===== config.mk =====
export PLATFORM = sky130hd
export DESIGN_NAME = fetch_redirect_ctrl
export DESIGN_NICKNAME = d
export VERILOG_FILES = /design/src/rtl/fetch_redirect_ctrl.sv
export SDC_FILE = /design/constraint.sdc
export NUM_CORES = 1
export LEC_CHECK = 0
export ABC_CLOCK_PERIOD_IN_PS = 4650
export BUFFER_PORTS_ARGS = -buffer_cell sky130_fd_sc_hd__buf_2
export CAP_MARGIN = 20
export CELL_PAD_IN_SITES_DETAIL_PLACEMENT = 1
export CELL_PAD_IN_SITES_GLOBAL_PLACEMENT = 2
export CORE_AREA = 2 2 170 139
export CTS_BUF_LIST = sky130_fd_sc_hd__clkbuf_4
export DETAILED_ROUTE_END_ITERATION = 12
export DIE_AREA = 0 0 172 141
export PLACE_DENSITY = 0.74
export SYNTH_ARGS = -nofsm -noshare
export SYNTH_HDL_FRONTEND = slang
export SYNTH_SLANG_ARGS = --single-unit

===== constraint.sdc =====
create_clock -name clk -period 4.65 [get_ports clk]
set_input_delay 1.1625 -clock clk [delete_from_list [all_inputs] [get_ports clk]]
set_output_delay 1.1625 -clock clk [all_outputs]
set_load 0.005 [all_outputs]

===== src/rtl/fetch_redirect_ctrl.sv =====
// Fetch PC sequencer: walks the PC against the imem handshake and applies
// taken-branch redirects from ID, including delay-slot handling and wrong-path kills.
module fetch_redirect_ctrl #(
    parameter logic [31:0] RESET_PC   = 32'h0000_3000,
    parameter bit          DELAY_SLOT = 1'b1
) (
    input  logic        clk,
    input  logic        rst_n,
    input  logic        stall_i,
    input  logic        br_valid_i,
    input  logic        br_taken_i,
    input  logic [31:0] br_target_i,
    input  logic [31:0] br_pc_i,
    output logic        imem_req_o,
    output logic [31:0] imem_addr_o,
    input  logic        imem_ready_i,
    output logic        if_valid_o,
    output logic [31:0] if_pc_o,
    output logic        flush_o,
    output logic [15:0] redirect_cnt_o,
    output logic [15:0] kill_cnt_o
);

    typedef enum logic [1:0] {
        BOOT = 2'd0,
        RUN  = 2'd1,
        PEND = 2'd2
    } state_t;

    state_t      state, state_next;
    logic [31:0] pc, pc_next;
    logic [31:0] pend_tgt, pend_tgt_next;
    logic        disc, disc_next;
    logic [15:0] redirect_cnt, kill_cnt;

    logic        req, accept, redirect, slot_is_req, wrong, kill;
    logic [31:0] slot, eff_tgt;
    logic        eff_disc;

    always_comb begin
        req         = (state != BOOT) && !stall_i;
        accept      = req && imem_ready_i;
        redirect    = br_valid_i && br_taken_i && !stall_i;
        slot        = br_pc_i + 32'd4;
        slot_is_req = (pc == slot);
        // Instruction at pc is wrong-path unless it is the slot and the slot executes.
        wrong       = slot_is_req ? !DELAY_SLOT : 1'b1;
    end

    always_comb begin
        state_next    = state;
        pc_next       = pc;
        pend_tgt_next = pend_tgt;
        disc_next     = disc;
        kill          = 1'b0;
        eff_tgt       = pend_tgt;
        eff_disc      = disc;
        case (state)
            BOOT: begin
                state_next = RUN;
                if (redirect) begin
                    state_next    = PEND;
                    pend_tgt_next = br_target_i;
                    disc_next     = wrong;
                end
            end
            RUN: begin
                if (redirect) begin
                    if (accept) begin
                        pc_next = br_target_i;
                        kill    = wrong;
                    end else begin
                        state_next    = PEND;
                        pend_tgt_next = br_target_i;
                        disc_next     = wrong;
                    end
                end else if (accept) begin
                    pc_next = pc + 32'd4;
                end
            end
            PEND: begin
                // A second redirect while pending replaces the target; discard is sticky.
                if (redirect) begin
                    eff_tgt  = br_target_i;
                    eff_disc = disc | wrong;
                end
                if (accept) begin
                    pc_next    = eff_tgt;
                    kill       = eff_disc;
                    disc_next  = 1'b0;
                    state_next = RUN;
                end else begin
                    pend_tgt_next = eff_tgt;
                    disc_next     = eff_disc;
                end
            end
            default: state_next = BOOT;
        endcase
    end

    always_ff @(posedge clk or negedge rst_n) begin
        if (!rst_n) begin
            state        <= BOOT;
            pc           <= RESET_PC;
            pend_tgt     <= 32'd0;
            disc         <= 1'b0;
            redirect_cnt <= 16'd0;
            kill_cnt     <= 16'd0;
        end else begin
            state    <= state_next;
            pc       <= pc_next;
            pend_tgt <= pend_tgt_next;
            disc     <= disc_next;
            if (redirect)
                redirect_cnt <= redirect_cnt + 16'd1;
            if (accept && kill)
                kill_cnt <= kill_cnt + 16'd1;
        end
    end

    assign imem_req_o     = req;
    assign imem_addr_o    = pc;
    assign if_pc_o        = pc;
    assign if_valid_o     = accept && !kill;
    assign flush_o        = redirect && !slot_is_req && !DELAY_SLOT;
    assign redirect_cnt_o = redirect_cnt;
    assign kill_cnt_o     = kill_cnt;

endmodule

==> impl_metrics.yaml <==
status:
  status: "finished, violations left"
  failed_checks: "negative setup slack"
critical_path:
  r2r_slack_ps: 1380
  arrival_ps: 3730
  cp.required_ps: 3490
  critPathKind: "input port to primary output"
  cp_max_fo: 5
  timing.rr.start: "if_pc_o[13]"
  cp-end-kind: "primary output"
  critPathLaunchType: "input port"
  crit_start: "br_pc_i[9]"
routing:
  wire_per_inst_um: 18.4
  num_vias: 6106
  drt-initial-drc-count: 306
  drt_first_pass_iters: 4
  final_antenna_net_count: 0
  drt-total-wl_um: 22400
  via_per_inst: 5.01
  drc: 0
yosys:
  synth_area_mm2: 0.00642
  synth_cell_types: 54
  syn_inst: 727
  yosys_warnings: 0
  synth_seq_cells: 99
  synth_ff_type: "dfrtp_1"
  avgSynthCellArea_um2: 8.83
  yosysSeqAreaShare: 0.386
  async_flop_share: 1.00
  postSynthNetCount: 805
  synth_edf_count: 0
clock_tree:
  root_buffer: "clkbuf_4"
  cts_tree: "yes"
  clk_pin_slew_ps: 150
  clock_latency_ps: 500
  htree_levels: 3
  cts.sinks: 99
  cts_buffers: 9
  clockBufferDepth: 2
floorplan:
  placementRows: 50
  initial_core_util: 0.282
  boundaryPins: 169
  dieArea_mm2: 0.0243
  die_w_um: 172
  core_area_mm2: 0.0228
  die_h_um: 141
global_routing:
  grt_pass1_vias: 5952
  gr-total-overflow: 0
  antenna_found_initial: 2
  grt_max_degree: 74
  grt_usage: 0.181
  grt_first_pass_wirelength_um: 33900
worst_hold_path:
  hold_path_startpoint: "kill_cnt_o[15]"
  holdCritPathClass: "flip-flop to flip-flop"
final_layout:
  drive_gt1_frac: 0.354
  final_common_cell: "buf_2"
  final_cell_mix: "150 x buf_2, 97 x dfrtp_1, 73 x o21ai_0"
  syn2layout_area_growth_pct: 28.4
  final_nets: 977
timing:
  post-route-period-util: 1.05
  tightestPinTransition_ps: 729
  setup_viol: 1
  finalHoldViolCount: 0
  slew-limit-headroom: 0.514
  layout_min_cycle_time_ps: 4890
  hold-worst-slack_ps: 492
  rsz0062_at_grt: "yes"
  setup_slack_ps: -240
  skew_ps: 39.6
  fmax_ghz: 0.205
  drv_slew: 0
placed_design:
  dpl.hpwl_um: 16000
  gp_congestion: 0.834
  numPortBuffers: 167
job:
  max_cap_viol_count: 0
pwr:
  pwr_density_cell_mw_per_mm2: 442
  leakage_nw: 3.73
  p_total_mw: 3.65
  peakVddDrop_v: 0.000149
## registers in the layout (all words and copies together) (netlist names)
signal / cells
disc: 1
if_pc_o: 32
kill_cnt_o: 16
pend_tgt: 32
state: 2
redirect_cnt_o: 16
## critical path: stages
cell and delay (ps):
buf_4 120, nand4_4 110, buf_6 160, buf_6 120
nor3_4 40, nor3_2 200, a31oi_2 60, or3_1 390
or4_1 510, or4_4 470, o2bb2ai_4 160, nor2_2 90
buf_2 120
## routing by layer
| layer | GRT usage | share of wire | vias to the layer above |
|---|---|---|---|
| met2 | 0.282 | 0.46 | 132 |
| met3 | 0.0331 | 0.043 | 19 |
| met1 | 0.260 | 0.48 | 3018 |
| li1 | - | - | 2937 |
| met5 | 0 | 0 | - |
| met4 | 0.0416 | 0.014 | 0 |
## stage by stage
step                setup TNS (ps)  setup slack, ps   util  area, um2  cells
global placement              -445             -445  0.339       7710   1193
floorplan                     -198             -198      -       6420    727
CTS                           -433             -433  0.351       8000   1212
finish                        -240             -240  0.362       8250   1218
global route                  -335             -335  0.362       8250   1217
detailed placement            -502             -502  0.339       7710   1193
## Yosys cell counts, drive strengths merged (2+ instances only)
master | n | area (um2)
dfrtp | 97 | 2430
nand2 | 74 | 280
o21ai | 74 | 370
nor2 | 49 | 184
xnor2 | 46 | 403
buf | 42 | 293
and3 | 34 | 213
clkbuf | 33 | 124
mux2 | 33 | 372
a21oi | 31 | 155
nand3 | 28 | 145
nand4 | 24 | 165
xor2 | 21 | 184
nor3 | 17 | 85.1
nor4 | 13 | 87.6
a31oi | 11 | 68.8
a221o | 10 | 100
inv | 10 | 37.5
a211oi | 9 | 67.6
ha | 8 | 100
o311ai | 7 | 61.3
and2 | 5 | 31.3
a22o | 4 | 35.0
and4 | 4 | 35.0
o22ai | 4 | 25.0
or3 | 4 | 25.0
a32oi | 3 | 26.3
mux2i | 3 | 30.0
nand2b | 3 | 18.8
or4 | 3 | 30.0
a211o | 2 | 17.5
and4b | 2 | 20.0
dfstp | 2 | 52.6
nor4b | 2 | 17.5
o31a | 2 | 17.5
o31ai | 2 | 15.0
or2 | 2 | 12.5
## final timing paths
check	endpoint	cells after the start
min in group asynchronous	pend_tgt[3]	1
setup / recovery	if_valid_o	13
hold / removal	kill_cnt_o[15]	1
max in group asynchronous	if_pc_o[12]	3
setup reg to reg	kill_cnt_o[1]	8
hold reg to reg	kill_cnt_o[15]	1
## final cells by class
class | count | area [um2]
Fill cell | 2742 | 14500
Multi-Input combinational cell | 543 | 3690
Sequential cell | 99 | 2480
Timing Repair Buffer | 236 | 1500
Tap cell | 312 | 390
Clock inverter | 7 | 81.3
Clock buffer | 9 | 67.6
Inverter | 10 | 37.5
Antenna cell | 2 | 5.00
## power breakdown
part	total [mW]	internal, mW	switching (mW)
logic	1.58	0.762	0.822
registers	1.55	1.14	0.411
clock network	0.510	0.173	0.338
total	3.65	2.08	1.57
## what timing repair did
action	in CTS	in global routing
hold buffers	0	0
cloned	0	0
hold endpoints to repair	0	0
setup endpoints to repair	1	1
pin swaps	12	19
setup buffers	3	4
gates resized for setup	21	38
## cell families after synthesis
logic type / share of synthesized area
simple gates: 0.213
compound gates: 0.160
flops: 0.386
buf+inv: 0.0707
xor+xnor: 0.0914
mux: 0.0625
fa+ha+maj: 0.0156
other cells: 0.000584
Power figures use the tool's default switching activity.
